File: config.mk
export PLATFORM = sky130hd
export DESIGN_NAME = ctrl_fsm_unit
export DESIGN_NICKNAME = d
export VERILOG_FILES = /design/src/rtl/ctrl_pkg.sv /design/src/rtl/ctrl_decode_rom.sv /design/src/rtl/ctrl_fsm_unit.sv
export SDC_FILE = /design/constraint.sdc
export NUM_CORES = 1
export LEC_CHECK = 0
export ABC_AREA = 1
export CAP_MARGIN = 40
export CELL_PAD_IN_SITES_DETAIL_PLACEMENT = 1
export CELL_PAD_IN_SITES_GLOBAL_PLACEMENT = 1
export CORE_MARGIN = 1
export CORE_UTILIZATION = 35
export DETAILED_ROUTE_END_ITERATION = 16
export GPL_TIMING_DRIVEN = 1
export PLACE_DENSITY_LB_ADDON = 0.1
export SYNTH_ARGS = -nofsm -noshare
export SYNTH_HDL_FRONTEND = slang
export SYNTH_SLANG_ARGS = --single-unit
File: constraint.sdc
create_clock -name CLK -period 1.99 [get_ports CLK]
set_clock_uncertainty 0.2 [all_clocks]
set_input_delay 0.398 -clock CLK [delete_from_list [all_inputs] [get_ports CLK]]
set_output_delay 0.398 -clock CLK [all_outputs]
set_load 0.03 [all_outputs]
File: src/rtl/ctrl_pkg.sv
// Shared definitions for the Beta sequencing control unit: opcodes, select encodings,
// ALU function codes, FSM states and the decode-word layout.
package ctrl_pkg;

  localparam logic [5:0] OP_LD    = 6'b011000;
  localparam logic [5:0] OP_ST    = 6'b011001;
  localparam logic [5:0] OP_JMP   = 6'b011011;
  localparam logic [5:0] OP_BEQ   = 6'b011101;
  localparam logic [5:0] OP_BNE   = 6'b011110;
  localparam logic [5:0] OP_LDR   = 6'b011111;
  localparam logic [5:0] OP_ADD   = 6'b100000;
  localparam logic [5:0] OP_SUB   = 6'b100001;
  localparam logic [5:0] OP_MUL   = 6'b100010;
  localparam logic [5:0] OP_DIV   = 6'b100011;
  localparam logic [5:0] OP_CMPEQ = 6'b100100;
  localparam logic [5:0] OP_CMPLT = 6'b100101;
  localparam logic [5:0] OP_CMPLE = 6'b100110;
  localparam logic [5:0] OP_AND   = 6'b101000;
  localparam logic [5:0] OP_OR    = 6'b101001;
  localparam logic [5:0] OP_XOR   = 6'b101010;
  localparam logic [5:0] OP_SHL   = 6'b101100;
  localparam logic [5:0] OP_SHR   = 6'b101101;
  localparam logic [5:0] OP_SRA   = 6'b101110;
  localparam logic [5:0] OP_ADDC   = 6'b110000;
  localparam logic [5:0] OP_SUBC   = 6'b110001;
  localparam logic [5:0] OP_MULC   = 6'b110010;
  localparam logic [5:0] OP_DIVC   = 6'b110011;
  localparam logic [5:0] OP_CMPEQC = 6'b110100;
  localparam logic [5:0] OP_CMPLTC = 6'b110101;
  localparam logic [5:0] OP_CMPLEC = 6'b110110;
  localparam logic [5:0] OP_ANDC   = 6'b111000;
  localparam logic [5:0] OP_ORC    = 6'b111001;
  localparam logic [5:0] OP_XORC   = 6'b111010;
  localparam logic [5:0] OP_SHLC   = 6'b111100;
  localparam logic [5:0] OP_SHRC   = 6'b111101;
  localparam logic [5:0] OP_SRAC   = 6'b111110;

  localparam logic [2:0] PCSEL_PC4   = 3'd0;
  localparam logic [2:0] PCSEL_BR    = 3'd1;
  localparam logic [2:0] PCSEL_JMP   = 3'd2;
  localparam logic [2:0] PCSEL_ILLOP = 3'd3;
  localparam logic [2:0] PCSEL_XADR  = 3'd4;

  localparam logic [1:0] WDSEL_PC4 = 2'd0;
  localparam logic [1:0] WDSEL_ALU = 2'd1;
  localparam logic [1:0] WDSEL_MEM = 2'd2;

  localparam logic [5:0] ALUFN_ADD   = 6'h00;
  localparam logic [5:0] ALUFN_SUB   = 6'h01;
  localparam logic [5:0] ALUFN_MUL   = 6'h02;
  localparam logic [5:0] ALUFN_DIV   = 6'h03;
  localparam logic [5:0] ALUFN_CMPEQ = 6'h33;
  localparam logic [5:0] ALUFN_CMPLT = 6'h37;
  localparam logic [5:0] ALUFN_CMPLE = 6'h3D;
  localparam logic [5:0] ALUFN_AND   = 6'h18;
  localparam logic [5:0] ALUFN_OR    = 6'h1E;
  localparam logic [5:0] ALUFN_XOR   = 6'h16;
  localparam logic [5:0] ALUFN_SHL   = 6'h20;
  localparam logic [5:0] ALUFN_SHR   = 6'h21;
  localparam logic [5:0] ALUFN_SRA   = 6'h23;
  localparam logic [5:0] ALUFN_A     = 6'h1A;

  typedef enum logic [1:0] {
    ST_RUN      = 2'd0,
    ST_MD_WAIT  = 2'd1,
    ST_IRQ_TAKE = 2'd2
  } state_e;

  typedef enum logic [1:0] {
    BR_NONE = 2'd0,
    BR_EQ   = 2'd1,
    BR_NE   = 2'd2
  } br_e;

  typedef struct packed {
    logic [5:0] alufn;
    logic [2:0] pcsel;
    logic       ra2sel;
    logic       asel;
    logic       bsel;
    logic [1:0] wdsel;
    logic       wr;
    logic       werf;
    logic       wasel;
  } dec_word_t;

  // Register/constant ALU ops share one shape; only BSEL picks the literal.
  function automatic dec_word_t alu_word(input logic [5:0] fn, input logic use_lit);
    dec_word_t w;
    w       = '0;
    w.alufn = fn;
    w.bsel  = use_lit;
    w.wdsel = WDSEL_ALU;
    w.werf  = 1'b1;
    return w;
  endfunction

endpackage

File: src/rtl/ctrl_decode_rom.sv
// Combinational opcode decoder producing the static decode word plus branch/illegal/mul flags.
// ILLOP_TRAP_EN selects whether undefined opcodes trap or execute as NOP.
module ctrl_decode_rom
  import ctrl_pkg::*;
#(
  parameter int OPC_W = 6
) (
  input  logic [OPC_W-1:0] opcode,
  output dec_word_t        word,
  output br_e              branch,
  output logic             illegal,
  output logic             mul_class
);

  logic [5:0] op6;
  logic       upper_ok;

  assign op6      = 6'(opcode);
  assign upper_ok = ((opcode >> 6) == '0);

  always_comb begin
    word      = '0;
    branch    = BR_NONE;
    illegal   = 1'b0;
    mul_class = upper_ok && (op6 inside {OP_MUL, OP_DIV, OP_MULC, OP_DIVC});
    if (!upper_ok) begin
      illegal = 1'b1;
    end else begin
      case (op6)
        OP_LD: begin
          word.alufn = ALUFN_ADD;
          word.bsel  = 1'b1;
          word.wdsel = WDSEL_MEM;
          word.werf  = 1'b1;
        end
        OP_ST: begin
          word.alufn  = ALUFN_ADD;
          word.bsel   = 1'b1;
          word.ra2sel = 1'b1;
          word.wr     = 1'b1;
        end
        OP_JMP: begin
          word.pcsel = PCSEL_JMP;
          word.wdsel = WDSEL_PC4;
          word.werf  = 1'b1;
        end
        OP_BEQ, OP_BNE: begin
          branch     = (op6 == OP_BEQ) ? BR_EQ : BR_NE;
          word.pcsel = PCSEL_BR;
          word.wdsel = WDSEL_PC4;
          word.werf  = 1'b1;
        end
        OP_LDR: begin
          word.alufn = ALUFN_A;
          word.asel  = 1'b1;
          word.wdsel = WDSEL_MEM;
          word.werf  = 1'b1;
        end
        OP_ADD,   OP_ADDC:   word = alu_word(ALUFN_ADD,   op6[4]);
        OP_SUB,   OP_SUBC:   word = alu_word(ALUFN_SUB,   op6[4]);
        OP_MUL,   OP_MULC:   word = alu_word(ALUFN_MUL,   op6[4]);
        OP_DIV,   OP_DIVC:   word = alu_word(ALUFN_DIV,   op6[4]);
        OP_CMPEQ, OP_CMPEQC: word = alu_word(ALUFN_CMPEQ, op6[4]);
        OP_CMPLT, OP_CMPLTC: word = alu_word(ALUFN_CMPLT, op6[4]);
        OP_CMPLE, OP_CMPLEC: word = alu_word(ALUFN_CMPLE, op6[4]);
        OP_AND,   OP_ANDC:   word = alu_word(ALUFN_AND,   op6[4]);
        OP_OR,    OP_ORC:    word = alu_word(ALUFN_OR,    op6[4]);
        OP_XOR,   OP_XORC:   word = alu_word(ALUFN_XOR,   op6[4]);
        OP_SHL,   OP_SHLC:   word = alu_word(ALUFN_SHL,   op6[4]);
        OP_SHR,   OP_SHRC:   word = alu_word(ALUFN_SHR,   op6[4]);
        OP_SRA,   OP_SRAC:   word = alu_word(ALUFN_SRA,   op6[4]);
        default:             illegal = 1'b1;
      endcase
    end
    if (illegal) begin
      word = '0;
`ifdef ILLOP_TRAP_EN
      word.pcsel = PCSEL_ILLOP;
      word.wasel = 1'b1;
      word.wdsel = WDSEL_PC4;
      word.werf  = 1'b1;
`endif
    end
  end

endmodule

File: src/rtl/ctrl_fsm_unit.sv
// Beta sequencing control unit: decode plus MUL/DIV stall, IRQ entry and PC-advance strobe.
// Define ILLOP_TRAP_EN to trap undefined opcodes (otherwise they run as NOP).
module ctrl_fsm_unit
  import ctrl_pkg::*;
#(
  parameter int OPC_W      = 6,
  parameter int ALUFN_W    = 6,
  parameter int MULDIV_LAT = 4,
  parameter int IRQ_SYNC   = 2
) (
  input  logic               CLK,
  input  logic               RESET,
  input  logic [OPC_W-1:0]   OPCODE,
  input  logic               INSTR_VALID,
  input  logic               Z,
  input  logic               IRQ,
  input  logic               SUPERVISOR,
  output logic [2:0]         PCSEL,
  output logic               RA2SEL,
  output logic               ASEL,
  output logic               BSEL,
  output logic [1:0]         WDSEL,
  output logic [ALUFN_W-1:0] ALUFN,
  output logic               WR,
  output logic               WERF,
  output logic               WASEL,
  output logic               PC_EN,
  output logic               IRQ_ACK
);

  localparam bit         MD_STALL  = (MULDIV_LAT > 1);
  localparam logic [3:0] MD_LAT_M1 = 4'(MULDIV_LAT - 1);

  state_e                state, state_nxt;
  logic [IRQ_SYNC-1:0]   irq_sync;
  logic                  irq_pend;
  logic [3:0]            md_cnt;
  dec_word_t             md_word;

  dec_word_t             dec_word;
  br_e                   dec_br;
  logic                  dec_illegal;
  logic                  dec_mul;
  logic                  take_irq;
  logic                  start_md;

  dec_word_t             out_word;
  logic                  out_pc_en;
  logic                  out_ack;

  ctrl_decode_rom #(.OPC_W(OPC_W)) u_rom (
    .opcode    (OPCODE),
    .word      (dec_word),
    .branch    (dec_br),
    .illegal   (dec_illegal),
    .mul_class (dec_mul)
  );

  assign take_irq = INSTR_VALID && irq_pend && !SUPERVISOR;
  assign start_md = MD_STALL && INSTR_VALID && !take_irq && dec_mul && !dec_illegal;

  always_ff @(posedge CLK or posedge RESET) begin
    if (RESET) state <= ST_RUN;
    else       state <= state_nxt;
  end

  // The pending flag clears on the IRQ_TAKE cycle; a still-high IRQ re-arms it afterwards.
  always_ff @(posedge CLK or posedge RESET) begin
    if (RESET) begin
      irq_sync <= '0;
      irq_pend <= 1'b0;
    end else begin
      irq_sync <= {irq_sync[IRQ_SYNC-2:0], IRQ};
      if (state == ST_IRQ_TAKE)         irq_pend <= 1'b0;
      else if (irq_sync[IRQ_SYNC-1])    irq_pend <= 1'b1;
    end
  end

  always_ff @(posedge CLK or posedge RESET) begin
    if (RESET) begin
      md_cnt  <= '0;
      md_word <= '0;
    end else if (state == ST_RUN && start_md) begin
      md_cnt  <= MD_LAT_M1;
      md_word <= dec_word;
    end else if (state == ST_MD_WAIT) begin
      md_cnt  <= md_cnt - 4'd1;
    end
  end

  always_comb begin
    state_nxt = state;
    case (state)
      ST_RUN: begin
        if (take_irq)      state_nxt = ST_IRQ_TAKE;
        else if (start_md) state_nxt = ST_MD_WAIT;
      end
      ST_MD_WAIT:  if (md_cnt == 4'd1) state_nxt = ST_RUN;
      ST_IRQ_TAKE: state_nxt = ST_RUN;
      default:     state_nxt = ST_RUN;
    endcase
  end

  // Reset overrides everything so no write or PC load escapes while RESET is high.
  always_comb begin
    out_word  = '0;
    out_pc_en = 1'b0;
    out_ack   = 1'b0;
    case (state)
      ST_RUN: begin
        if (INSTR_VALID && !take_irq) begin
          out_word = dec_word;
          if (dec_br == BR_EQ)      out_word.pcsel = {2'b00, Z};
          else if (dec_br == BR_NE) out_word.pcsel = {2'b00, ~Z};
          if (start_md) begin
            out_word.wr   = 1'b0;
            out_word.werf = 1'b0;
          end else begin
            out_pc_en = 1'b1;
          end
        end
      end
      ST_MD_WAIT: begin
        out_word = md_word;
        if (md_cnt == 4'd1) begin
          out_pc_en = 1'b1;
        end else begin
          out_word.wr   = 1'b0;
          out_word.werf = 1'b0;
        end
      end
      ST_IRQ_TAKE: begin
        out_word.pcsel = PCSEL_XADR;
        out_word.wasel = 1'b1;
        out_word.wdsel = WDSEL_PC4;
        out_word.werf  = 1'b1;
        out_pc_en      = 1'b1;
        out_ack        = 1'b1;
      end
      default: ;
    endcase
    if (RESET) begin
      out_word  = '0;
      out_pc_en = 1'b0;
      out_ack   = 1'b0;
    end
  end

  assign PCSEL   = out_word.pcsel;
  assign RA2SEL  = out_word.ra2sel;
  assign ASEL    = out_word.asel;
  assign BSEL    = out_word.bsel;
  assign WDSEL   = out_word.wdsel;
  assign ALUFN   = ALUFN_W'(out_word.alufn);
  assign WR      = out_word.wr;
  assign WERF    = out_word.werf;
  assign WASEL   = out_word.wasel;
  assign PC_EN   = out_pc_en;
  assign IRQ_ACK = out_ack;

endmodule
## Yosys cells after proc, flatten, opt, wreduce, memory -nomap -nowiden

Index checks and enable logic that the tools add are counted.

| storage, ports and cells | value |
|---|---|
| flip-flop bits (word level) | 26 |
| input bits | 12 |

| cells by class | value |
|---|---|
| add/sub/neg operators | 1 |
| equality and inequality tests | 39 |
| muxes and demuxes | 37 |
| bitwise logic cells | 1 |
| reductions and logical operators | 31 |

Operator list:

| cell | count |
|---|---|
| 6-bit equality test, second input constant | 26 |
| 6-bit case mux with 13 select lines | 1 |
| 17-bit two-way mux | 3 |
| 6-bit by 5-bit equality test with 1-bit output, second input constant | 6 |
| 32-bit OR reduction | 1 |
| 31-bit OR reduction | 1 |
| 2-bit OR reduction | 15 |
| 26-bit OR reduction | 1 |
| 2-bit case mux with 2 select lines | 4 |
| 2-bit two-way mux | 7 |
| 6-bit case mux with 2 select lines | 1 |
| 1-bit two-way mux | 11 |
| 3-bit case mux with 3 select lines | 1 |
| 4-bit two-way mux | 2 |
| 1-bit logical AND | 6 |
| 3-bit two-way mux | 2 |
| 2-bit case mux with 3 select lines | 1 |
| 3-bit case mux with 2 select lines | 1 |
| 2-bit by 1-bit equality test with 1-bit output, second input constant | 2 |
| 2-bit equality test, second input constant | 2 |
| 4-bit by 1-bit equality test with 1-bit output, second input constant | 1 |
| 1-bit case mux with 2 select lines | 2 |
| 2-bit nonzero test | 2 |
| 4-bit nonzero test | 1 |
| other kinds (8) | 9 |

## Logic depth before layout (Yosys ltp)

Gate-level depths: netlist of run 1.

| logic depth | value |
|---|---|
| depth after elaboration | 10 |
| mapped depth | 11 |
| gate-level depth less buffers | 11 |

## Cells and area by module

A second synthesis of run 1 with hierarchy kept.

| unflattened totals | value |
|---|---|
| cells, all modules | 330 |
| area total of the unflattened synthesis | 2098.3 um^2 |

Modules (own cells, without submodules):

| module | times used | cells each | area an instance (um^2) | seq. area each (um^2) |
|---|---|---|---|---|
| ctrl_fsm_unit | 1 | 192 | 1422.6 | 650.6 |
| ctrl_decode_rom | 1 | 138 | 675.6 | 0.0 |

## Worst setup path after synthesis of run 1

No wires, ideal clock.

| timing path | value |
|---|---|
| kind | input-to-output |
| from | in OPCODE[4] |
| to | out WERF |
| data arrival time | 1.559 ns |
| data required time | 1.392 ns |
| path slack | -0.167 ns |
| stages | 8 |
| path buffers | 0 |
| path through | inv_1 nor2_1 nand3_1 nand2_1 nor3_1 nand4_1 nand2_1 a21oi_1 |

| between the ends | value |
|---|---|
| longest elaborated chain between the ends | 8 |
| elaborated cells on any way between the ends | 43 |

RTL lines:

| item | RTL line | RTL |
|---|---|---|
| from (decl) | ctrl_fsm_unit.sv:13 | `input logic [OPC_W-1:0] OPCODE,` |
| 6-bit by 5-bit equality test with 1-bit output (tied with other cells) | ctrl_decode_rom.sv:29 | `case (op6)` |
| 31-bit OR reduction (no source line) / 4-bit nonzero test (equally long branches) | -- |  |
| 1-bit two-way mux / 1-bit logical AND (equally long branches) | ctrl_decode_rom.sv:29, ctrl_fsm_unit.sv:60 |  |
| 17-bit two-way mux / 1-bit logical AND (equally long branches) | ctrl_decode_rom.sv:75, ctrl_fsm_unit.sv:60 |  |
| 2-bit two-way mux (*) | ctrl_fsm_unit.sv:115 | `if (start_md) begin` |
| 17-bit two-way mux (*) | ctrl_fsm_unit.sv:111 | `if (INSTR_VALID && !take_irq) begin` |
| 2-bit case mux with 3 select lines (*) | ctrl_fsm_unit.sv:109 | `case (state)` |
| 17-bit two-way mux (*) | ctrl_fsm_unit.sv:142 | `if (RESET) begin` |
| to (decl) | ctrl_fsm_unit.sv:25 | `output logic WERF,` |

Every way passes the cells marked *; elsewhere a longest branch is shown, timed or not.

## Final worst setup path of run 1

| timing path | value |
|---|---|
| from | reg state[0] |
| to | out RA2SEL |

| between the ends | value |
|---|---|
| longest elaborated chain between the ends | 3 |
| elaborated cells on any way between the ends | 4 |

RTL lines:

| item | RTL line | RTL |
|---|---|---|
| from (decl) | ctrl_fsm_unit.sv:34 | `state_e state, state_nxt;` |
| from (signal assigned) | ctrl_fsm_unit.sv:64 | `else state <= state_nxt;` |
| 2-bit by 1-bit equality test with 1-bit output / 2-bit logical NOT (equally long branches) | ctrl_fsm_unit.sv:109 |  |
| 3-bit case mux with 2 select lines (*) | ctrl_fsm_unit.sv:109 |  |
| 17-bit two-way mux (*) | ctrl_fsm_unit.sv:142 |  |
| to (decl) | ctrl_fsm_unit.sv:19 | `output logic RA2SEL,` |

Marked as above.

==> metrics.md, run 1 <==
| Metric | Value |
|---|---|
| Pre-antenna DRT Iters | `4` |
| Run status | `finished with violations` |
| Rows | `23` |
| Sequential cell area | `576 um^2` |
| Core Box Area | `4030 um^2` |
| Initial Util | `36.6%` |
| Largest net degree at the start of global routing | `24` |
| Sequential Power Share | `34.0%` |
| Final-layout fill cell count | `418` |
| Sequential share of the synthesized area | `39.0%` |
| Final Setup Violations | `19` |
| CP required | `1390 ps` |
| Post-synth cell types | `30` |
| Most common cell in the netlist | `nand2_1` |
| Critical path arrival | `1840 ps` |
| Detail-routed net length per standard cell | `25.3 um` |
| I/O Buffers | `30` |
| HPWL Detailed | `3680 um` |
| Synth-to-Final Area Change | `99.7%` |
| Post-Route WL | `8940 um` |
| Max Fclk | `0.411 GHz` |
| Fin. Hold Viols | `0` |
| Fin nets | `319` |
| ANT nets after route | `0` |
| Vias in the first global route | `1,938` |
| Asr flop ratio synth | `100%` |
| Total power draw | `2.07 mW` |
| Clock Path Buffers | `2` |
| Dpl cells | `333` |
| Critical Path Source Type | `flip-flop` |
| EDFF count, synth | `0` |
| Maxcap violations | `0` |
| CTS sink count | `23` |
| Synth top area share | `39.0%` |
| Max_slew headroom | `75.1%` |
| Worst Tran Pin Value | `369 ps` |
| Synthesized cell area | `1480 um^2` |
| P per Cell Area | `704 nW/um^2` |
| Share of layout cells above drive strength 1 | `62.5%` |
| GRT overflow | `0` |
| Comb power frac | `51.2%` |
| Total number of vias | `2,032` |
| CTS tree | `built` |
| Initial antenna violation count | `0` |
| Synth warnings | `0` |
| Switching share of power | `42.7%` |
| #FFs+latches synth | `23` |
| Setup TNS | `-6430 ps` |
| Fin cells | `354` |
| CTS root buf | `clkbuf_8` |
| Starting DRT DRC Count | `121` |
| Vertical die dimension | `66.9 um` |
| Depth of the worst register-to-register path | `8` |
| Syn avg cell area | `6.86 um^2` |
| Worst hold path stage count | `0` |
| Clock Latency Late Sink | `280 ps` |
| RSZ-0062 raised after global routing | `yes` |
| Max Transition Viols Final | `0` |
| Num CTS Buffers | `3` |
| Final setup margin | `-445 ps` |
| Internal power | `1.19 mW` |
| Crit share post-route | `122%` |
| Clk slew on worst S/H paths | `100 ps` |
| DRC Markers | `0` |
| Die area | `4480 um^2` |
| Top cells by area, synth | `dfrtp_1 (39%), nand2_1 (12%), nor2_1 (10%)` |
| Yosys top cell by area | `dfrtp_1` |
| Psw | `0.886 mW` |
| Post-synth top cells | `nand2_1 (47), nor2_1 (40), inv_1 (26), dfrtp_1 (23), nand3_1 (12)` |
| Syn nets | `229` |
| Critical path endpoint category | `output port` |
| GP Congestion | `0.863` |
| Synth Flop Type | `dfrtp_1` |
| First-pass GRT wire length | `9630 um` |
| Ant. Diodes | `0` |
| Max incr delay on CP | `440 ps` |
| Tmin final | `2430 ps` |
| Leakage power | `1.39 nW` |
| Multi-input gate area | `1210 um^2` |
| Die W | `66.9 um` |
| CP max-delay cell | `dfrtp_1` |
| Hold crit path type | `reg -> reg` |
| Highest ir drop seen on vdd | `0.631 mV` |
| Critical path fanouts, max | `2` |
| Failing checks | `setup timing` |
| H-tree depth | `1` |
| Clk pwr share | `14.8%` |
| Crit-path cells | `nor2_2 -> inv_2 -> nor2_4 -> inv_2 -> buf_6 -> nor2_4 -> a21oi_2 -> nor2_2 -> buf_6` |
| Post-place setup slack | `-909 ps` |
| Hold bufs inserted after CTS | `0` |
| Gr usage total | `29.3%` |
| Top Ports | `31` |
| Via density per instance | `5.74` |
| Syn Inst Count | `215` |
| CP Class | `reg -> out` |
[final timing paths]
check | start | end | slack, ps
min reg2reg | irq_sync[0]$_DFF_PP0_ | irq_sync[1]$_DFF_PP0_ | 220
max | state[0]$_DFFE_PP0P_ | RA2SEL | -440
min in group asynchronous | RESET | md_cnt[1]$_DFFE_PP0P_ | 240
min | irq_sync[0]$_DFF_PP0_ | irq_sync[1]$_DFF_PP0_ | 220
max in group asynchronous | RESET | md_word[15]$_DFFE_PP0P_ | 1080
max reg2reg | state[0]$_DFFE_PP0P_ | md_cnt[3]$_DFFE_PP0P_ | 110
[cells by family after synthesis]
logic type / after synthesis / synth area share [%]
compound gates: 28 / 11.0
xor+xnor: 3 / 1.78
fa+ha+maj: 2 / 1.70
buf+inv: 38 / 10.8
flops: 23 / 39.0
simple gates: 121 / 35.7
[critical path: cells and delay by family, from the launching register on]
family / cells / cell delay, ps
DFF: 1 / 440
and+or+nand+nor: 4 / 590
buffers and inverters: 4 / 450
AOI/OAI and AO/OA: 1 / 60
[power by group through the flow]
stage,Sequential (mW),Combinational [mW],Clock [mW]
after floorplan,0.666,0.381,0
after global placement,0.669,0.659,0
after detailed placement,0.676,0.684,0
after CTS,0.670,0.820,0.308
after global routing,0.707,1.11,0.328
final,0.704,1.06,0.306
[final cells by class]
class | count | area share (%)
clock buffer | 3 | 1.40
clock inverter | 1 | 0.170
inverter | 30 | 4.80
multi-input combinational | 154 | 41.2
sequential | 23 | 19.5
tap | 50 | 2.12
timing repair buffer | 93 | 30.8
[placed cells by master, fill, tap and decap left out, drive strengths merged]
| master | count |
|---|---|
| clkdlybuf4s50 | 2 |
| clkbuf | 3 |
| nand3b | 2 |
| nor4 | 1 |
| nand2 | 50 |
| nand3 | 13 |
| o21ai | 9 |
| xor2 | 2 |
| nand4 | 4 |
| clkinv | 1 |
| a31oi | 2 |
| buf | 88 |
| clkinvlp | 1 |
| inv | 29 |
| dlygate4sd2 | 2 |
| nor3 | 3 |
| dfrtp | 23 |
| xnor2 | 1 |
| a22oi | 1 |
| or2 | 3 |
| nor2 | 45 |
| a32oi | 1 |
| o211ai | 1 |
| clkdlybuf4s15 | 1 |
| a21oi | 12 |
| o31a | 1 |
| a2bb2oi | 1 |
| ha | 2 |
[registers in the layout, summed over array words and instances, names as in the netlist]
name      flops
md_word      14
md_cnt        4
irq_pend      1
irq_sync      2
state         2
[per-layer routing]
layer	GRT usage, %	part of all wire (%)	vias up
li1	-	-	855
met1	36.9	35	984
met3	4.28	7.7	57
met4	11.7	7.0	0
met5	0	0	-
met2	49.4	50	136
[stage by stage]
stage | instance area, um^2 | util (%) | hold slack (ps)
after floorplan | 1540 | - | 131
after global routing | 2950 | 73.1 | 210
after global placement | 2150 | 53.4 | 133
final | 2950 | 73.1 | 216
after CTS | 2630 | 65.4 | 164
after detailed placement | 2150 | 53.4 | 142
[repair_timing]
action / 4_1_cts / 5_1_grt
setup buffers: 5 / 13
setup endpoints to repair: 19 / 19
pin swaps: 38 / 30
gates resized for setup: 155 / 55
gates cloned: 1 / 0
Power figures use the tool's default switching activity.
==> inputs of run 2 (changes only) <==
- CAP_MARGIN: 40 -> 20
- SLEW_MARGIN: unset -> 20
==> results of run 2 <==
Same layout as run 1: the final DEF is identical, and so are final timing and power.
==> inputs of run 3 (changes only) <==
- HOLD_SLACK_MARGIN: unset -> 0.06
- SLEW_MARGIN: 20 -> 40
==> results of run 3 <==
Same layout as run 1: the final DEF is identical, and so are final timing and power.
